==> config.mk <==
export PLATFORM = sky130hd
export DESIGN_NAME = uart_rx
export DESIGN_NICKNAME = d
export VERILOG_FILES = /design/src/rtl/uart_rx.sv
export SDC_FILE = /design/constraint.sdc
export NUM_CORES = 1
export LEC_CHECK = 0
export CAP_MARGIN = 20
export CORE_MARGIN = 2
export CORE_UTILIZATION = 59
export CTS_BUF_LIST = sky130_fd_sc_hd__clkbuf_8
export DETAILED_ROUTE_END_ITERATION = 10
export PLACE_DENSITY = 0.77
export SYNTH_ARGS = -nofsm -noshare
export SYNTH_HDL_FRONTEND = slang
export SYNTH_SLANG_ARGS = --single-unit
==> constraint.sdc <==
create_clock -name i_clock -period 2.4 [get_ports i_clock]
set_clock_uncertainty 0.2 [all_clocks]
set_input_delay 0.48 -clock i_clock [delete_from_list [all_inputs] [get_ports i_clock]]
set_output_delay 0.48 -clock i_clock [all_outputs]
set_load 0.02 [all_outputs]
==> src/rtl/uart_rx.sv <==
// 8N1 serial receiver with 2-FF line synchroniser and mid-bit sampling.
// Define UART_RX_PARITY_EN for a parity bit after D7 (PARITY_ODD picks the sense).
module uart_rx #(
    parameter int CLK_HZ = 12000000,
    parameter int BAUD   = 115200
`ifdef UART_RX_PARITY_EN
    ,
    parameter bit PARITY_ODD = 1'b0
`endif
) (
    input  logic       i_clock,
    input  logic       i_reset,
    input  logic       i_rx,
    output logic [7:0] o_data,
    output logic       o_valid,
    output logic       o_frame_err,
`ifdef UART_RX_PARITY_EN
    output logic       o_parity_err,
`endif
    output logic       o_busy
);

    localparam int CPB = CLK_HZ / BAUD;
    localparam int CW  = $clog2(CPB);
    localparam logic [CW-1:0] LAST    = CW'(CPB - 1);
    localparam logic [CW-1:0] HALF_M1 = CW'(CPB / 2 - 1);

`ifdef UART_RX_PARITY_EN
    typedef enum logic [2:0] {
        S_IDLE, S_START, S_DATA, S_PARITY, S_STOP, S_BREAK
    } state_t;
`else
    typedef enum logic [2:0] {
        S_IDLE, S_START, S_DATA, S_STOP, S_BREAK
    } state_t;
`endif

    state_t        state_q;
    logic [CW-1:0] cnt_q;
    logic [2:0]    bit_q;
    logic [7:0]    shift_q;
    logic [7:0]    data_q;
    logic          valid_q;
    logic          ferr_q;
    logic          rx_meta_q;
    logic          rx_s_q;
`ifdef UART_RX_PARITY_EN
    logic          par_q;
    logic          perr_q;
    logic          par_bad;

    assign par_bad = (^shift_q ^ par_q) != PARITY_ODD;
`endif

    always_ff @(posedge i_clock) begin
        if (i_reset) begin
            state_q   <= S_IDLE;
            cnt_q     <= '0;
            bit_q     <= '0;
            shift_q   <= '0;
            data_q    <= '0;
            valid_q   <= 1'b0;
            ferr_q    <= 1'b0;
            rx_meta_q <= 1'b1;
            rx_s_q    <= 1'b1;
`ifdef UART_RX_PARITY_EN
            par_q     <= 1'b0;
            perr_q    <= 1'b0;
`endif
        end else begin
            rx_meta_q <= i_rx;
            rx_s_q    <= rx_meta_q;
            valid_q   <= 1'b0;
            ferr_q    <= 1'b0;
`ifdef UART_RX_PARITY_EN
            perr_q    <= 1'b0;
`endif
            // Saturating baud counter; every sample point reloads it.
            if (cnt_q != LAST) begin
                cnt_q <= cnt_q + 1'b1;
            end
            case (state_q)
                S_IDLE: begin
                    cnt_q <= '0;
                    bit_q <= '0;
                    if (!rx_s_q) begin
                        state_q <= S_START;
                    end
                end
                S_START: begin
                    if (cnt_q == HALF_M1) begin
                        cnt_q   <= '0;
                        state_q <= rx_s_q ? S_IDLE : S_DATA;
                    end
                end
                S_DATA: begin
                    if (cnt_q == LAST) begin
                        cnt_q   <= '0;
                        shift_q <= {rx_s_q, shift_q[7:1]};
                        bit_q   <= bit_q + 3'd1;
                        if (bit_q == 3'd7) begin
`ifdef UART_RX_PARITY_EN
                            state_q <= S_PARITY;
`else
                            state_q <= S_STOP;
`endif
                        end
                    end
                end
`ifdef UART_RX_PARITY_EN
                S_PARITY: begin
                    if (cnt_q == LAST) begin
                        cnt_q   <= '0;
                        par_q   <= rx_s_q;
                        state_q <= S_STOP;
                    end
                end
`endif
                S_STOP: begin
                    if (cnt_q == LAST) begin
                        cnt_q <= '0;
                        if (rx_s_q) begin
                            state_q <= S_IDLE;
`ifdef UART_RX_PARITY_EN
                            if (par_bad) begin
                                perr_q <= 1'b1;
                            end else begin
                                data_q  <= shift_q;
                                valid_q <= 1'b1;
                            end
`else
                            data_q  <= shift_q;
                            valid_q <= 1'b1;
`endif
                        end else begin
                            ferr_q  <= 1'b1;
                            state_q <= S_BREAK;
                        end
                    end
                end
                S_BREAK: begin
                    cnt_q <= '0;
                    if (rx_s_q) begin
                        state_q <= S_IDLE;
                    end
                end
                default: state_q <= S_IDLE;
            endcase
        end
    end

    assign o_data      = data_q;
    assign o_valid     = valid_q;
    assign o_frame_err = ferr_q;
    assign o_busy      = (state_q != S_IDLE);
`ifdef UART_RX_PARITY_EN
    assign o_parity_err = perr_q;
`endif

endmodule

==> impl_metrics.xml <==
<?xml version="1.0" encoding="UTF-8"?>
<metrics>
  <group name="run_status">
    <metric name="run_status" unit="">completed</metric>
  </group>
  <group name="clocking">
    <metric name="cts_tree" unit="">done</metric>
    <metric name="clockBufferDepth" unit="">2</metric>
    <metric name="number_of_cts_inserted_buffers" unit="">5</metric>
    <metric name="clk_pin_slew" unit="ns">0.07</metric>
    <metric name="clock_tree.htree_level_count" unit="">2</metric>
    <metric name="clock_sink_count" unit="">33</metric>
    <metric name="post_cts.repair.setup_buffers" unit="">0</metric>
    <metric name="clockRootBuffer" unit="">sky130_fd_sc_hd__clkbuf_8</metric>
    <metric name="clock_latency" unit="ns">0.28</metric>
  </group>
  <group name="timing">
    <metric name="finalCritPeriodShare" unit="">0.921</metric>
    <metric name="max_clock_freq" unit="MHz">452</metric>
    <metric name="setup-tns-final" unit="ns">0</metric>
    <metric name="setup_ws" unit="ns">0.189</metric>
    <metric name="final-hold-violation-count" unit="">0</metric>
    <metric name="fin_crit" unit="ns">2.21</metric>
    <metric name="final-setup-viol-count" unit="">0</metric>
    <metric name="report.final.slew_viol_count" unit="">0</metric>
    <metric name="tightestPinTransition" unit="ns">0.406</metric>
    <metric name="rsz0062_at_grt" unit="">no</metric>
    <metric name="slew_headroom" unit="">0.729</metric>
  </group>
  <group name="die">
    <metric name="core.rowCount" unit="">18</metric>
    <metric name="floorplan.io_pins" unit="">14</metric>
    <metric name="core-area" unit="um^2">2500</metric>
    <metric name="dieWidth" unit="um">55.7</metric>
    <metric name="die_area" unit="um^2">3100</metric>
    <metric name="start_util" unit="">0.630</metric>
    <metric name="fp.dieH" unit="um">55.7</metric>
  </group>
  <group name="route">
    <metric name="wl_met3" unit="um">99</metric>
    <metric name="routed_wl" unit="mm">3.18</metric>
    <metric name="drt_iter0_markers" unit="">25</metric>
    <metric name="detail_route.wirelength.met1" unit="mm">1.39</metric>
    <metric name="drc_errors" unit="">0</metric>
    <metric name="via_count" unit="">1152</metric>
    <metric name="met2RoutedLength" unit="mm">1.67</metric>
    <metric name="wire_length_per_cell_after_detailed_routing" unit="um">15.7</metric>
    <metric name="route.top_layer_used" unit="">met4</metric>
    <metric name="vias_per_cell" unit="">5.70</metric>
    <metric name="final_antenna_net_count" unit="">0</metric>
    <metric name="drt_pass_1_iters" unit="">4</metric>
  </group>
  <group name="worst_setup_path">
    <metric name="criticalPathCategory" unit="">reg -&gt; out</metric>
    <metric name="arrival" unit="ns">1.53</metric>
    <metric name="crit_path_max_fanout" unit="">9</metric>
    <metric name="master_of_the_slowest_instance_on_the_critical_path" unit="">sky130_fd_sc_hd__or3_1</metric>
    <metric name="startpoint_type" unit="">register</metric>
    <metric name="critical_path.n_buffers_inverters" unit="">1</metric>
    <metric name="worst_ep_required_time" unit="ns">1.72</metric>
    <metric name="timing.critical_path.cells" unit="">or3_1 &gt; dlygate4sd2_1</metric>
    <metric name="family_of_cells_with_the_greatest_summed_delay_on_the_critical_path" unit="">simple AND/OR/NAND/NOR gates</metric>
    <metric name="critical_path.max_stage_delay" unit="ns">0.48</metric>
    <metric name="end_kind" unit="">output port</metric>
  </group>
  <group name="synthesis">
    <metric name="synth_enable_flop_cells" unit="">0</metric>
    <metric name="syn-num-nets" unit="">158</metric>
    <metric name="post_synth.cell_area_avg" unit="um^2">10.4</metric>
    <metric name="synth-main-ff-cell" unit="">sky130_fd_sc_hd__dfxtp_1</metric>
    <metric name="ys.warnings.count" unit="">0</metric>
    <metric name="syn_inst_count" unit="">151</metric>
    <metric name="sequential_share_of_the_synthesized_area" unit="">0.419</metric>
    <metric name="ys_types" unit="">43</metric>
    <metric name="cell_area_after_synthesis" unit="um^2">1580</metric>
    <metric name="synth.ff_latch_count" unit="">33</metric>
    <metric name="synth_async_sr_flop_share" unit="">0</metric>
  </group>
  <group name="place">
    <metric name="place_worst_setup_slack" unit="ns">0.324</metric>
    <metric name="globalplace.congestion" unit="">0.850</metric>
    <metric name="dpl.hpwl" unit="mm">2.23</metric>
    <metric name="place.port_buffers" unit="">13</metric>
  </group>
  <group name="pwr">
    <metric name="power.density_cell_area" unit="nW/um^2">600</metric>
    <metric name="clk_network_pwr_share" unit="">0.473</metric>
    <metric name="p_leak" unit="uW">0.000656</metric>
    <metric name="comb_power_share" unit="">0.033</metric>
    <metric name="total_switching_power" unit="uW">217</metric>
    <metric name="ir_drop_worst_vdd" unit="uV">540</metric>
    <metric name="p_sw_frac" unit="">0.194</metric>
    <metric name="seq_power_share" unit="">0.493</metric>
    <metric name="cellInternalPower" unit="uW">904</metric>
  </group>
  <group name="cells_and_area">
    <metric name="layout_commonest_cell" unit="">sky130_fd_sc_hd__dfxtp_1</metric>
    <metric name="nNetsFinal" unit="">178</metric>
    <metric name="flow.area_growth_from_synthesis" unit="%">18.7</metric>
    <metric name="post_route_cells_drive_above_1_share" unit="">0.169</metric>
    <metric name="final_core_utilization" unit="">0.748</metric>
    <metric name="antenna_cells_inserted" unit="">0</metric>
    <metric name="most-common-layout-cells" unit="">sky130_fd_sc_hd__dfxtp_1, sky130_fd_sc_hd__nand2b_1, sky130_fd_sc_hd__mux2i_1</metric>
  </group>
  <group name="global_route">
    <metric name="grt_overflow" unit="">0</metric>
    <metric name="wire_length_of_the_first_global_routing_pass" unit="mm">5.30</metric>
    <metric name="grt_start_max_net_pins" unit="">19</metric>
    <metric name="global_route.usage.total" unit="">0.218</metric>
    <metric name="first_global_vias" unit="">1211</metric>
    <metric name="antenna_found_initial" unit="">0</metric>
  </group>
  <group name="worst_hold_path">
    <metric name="min_path_type" unit="">reg -&gt; reg</metric>
  </group>
  <group name="run">
    <metric name="number_of_maximum_capacitance_violations" unit="">0</metric>
  </group>
</metrics>
Yosys cell counts (2+ instances only):
cell                       count  area share
sky130_fd_sc_hd__nor2_1        7       0.017
sky130_fd_sc_hd__clkbuf_1      3      0.0071
sky130_fd_sc_hd__and3b_1       2       0.011
sky130_fd_sc_hd__ha_1          4       0.032
sky130_fd_sc_hd__nor2b_1       3       0.012
sky130_fd_sc_hd__or3_1         3       0.012
sky130_fd_sc_hd__nand2b_1     19       0.075
sky130_fd_sc_hd__o21ai_0       4       0.013
sky130_fd_sc_hd__nor3_1        2      0.0064
sky130_fd_sc_hd__nand4b_1      2       0.011
sky130_fd_sc_hd__nand3_1       4       0.013
sky130_fd_sc_hd__xor2_1        2       0.011
sky130_fd_sc_hd__nand3b_1      3       0.014
sky130_fd_sc_hd__buf_2         3      0.0095
sky130_fd_sc_hd__a211oi_1      5       0.024
sky130_fd_sc_hd__a21oi_1       2      0.0064
sky130_fd_sc_hd__buf_6         2       0.014
sky130_fd_sc_hd__nand2_1       4      0.0095
sky130_fd_sc_hd__and2_1        2      0.0079
sky130_fd_sc_hd__or2_2         2      0.0079
sky130_fd_sc_hd__mux2i_1      18        0.11
sky130_fd_sc_hd__dfxtp_1      33        0.42
sky130_fd_sc_hd__inv_1         2      0.0048
registers in the layout (all words and copies together) (netlist names):
signal	count
bit_q	3
cnt_q	7
o_data	8
o_frame_err	1
o_valid	1
rx_meta_q	1
rx_s_q	1
shift_q	8
state_q	3
power groups by stage:
| stage | clock, uW | combinational, uW | sequential [uW] |
|---|---|---|---|
| detailed placement | 0 | 37.4 | 565 |
| floorplan | 0 | 26.2 | 565 |
| finish | 531 | 37.3 | 553 |
| global placement | 0 | 36.4 | 565 |
| global route | 557 | 40.9 | 553 |
| CTS | 537 | 37.5 | 553 |
area by class of cell:
cell class | instances | area [um^2]
flip-flops and latches | 33 | 661
inverters | 2 | 7.51
repair buffers | 21 | 189
multi-input cells | 108 | 858
fillers | 176 | 631
well taps | 30 | 37.5
clock buffers | 6 | 82.6
clock inverters | 2 | 33.8
final timing paths:
path,cells after the start,to,slack (ns),startpoint
setup / recovery,2,o_busy,0.19,state_q[2]
hold / removal,1,rx_s_q,0.21,rx_meta_q
setup reg to reg,6,cnt_q[0],0.29,cnt_q[6]
hold reg to reg,1,rx_s_q,0.21,rx_meta_q
kinds of logic after synthesis:
group,Yosys count,synth area share
flops,33,0.419
compound gates,19,0.0937
buf+inv,10,0.0357
xor+xnor,3,0.0167
mux,19,0.122
fa+ha+maj,4,0.0318
simple gates,63,0.281
what timing repair did:
action,4_1_cts,5_1_grt
setup endpoints to repair,1,0
resized for setup,1,0
hold buffers,0,0
per-stage QoR:
stage	power (uW)	cells	instance area (um^2)	hold WS (ns)
2_1_floorplan	591	151	1580	0.189
3_3_place_gp	602	194	1750	0.190
3_5_place_dp	603	194	1750	0.194
4_1_cts	1130	202	1870	0.209
5_1_grt	1150	202	1870	0.249
6_report	1120	202	1870	0.208
layer usage:
layer | global-route usage | up-vias
li1 | - | 579
met1 | 0.246 | 550
met2 | 0.379 | 19
met3 | 0.0721 | 4
met4 | 0.0836 | 0
met5 | 0 | -
No activity file was read; power rests on OpenSTA's default activity.
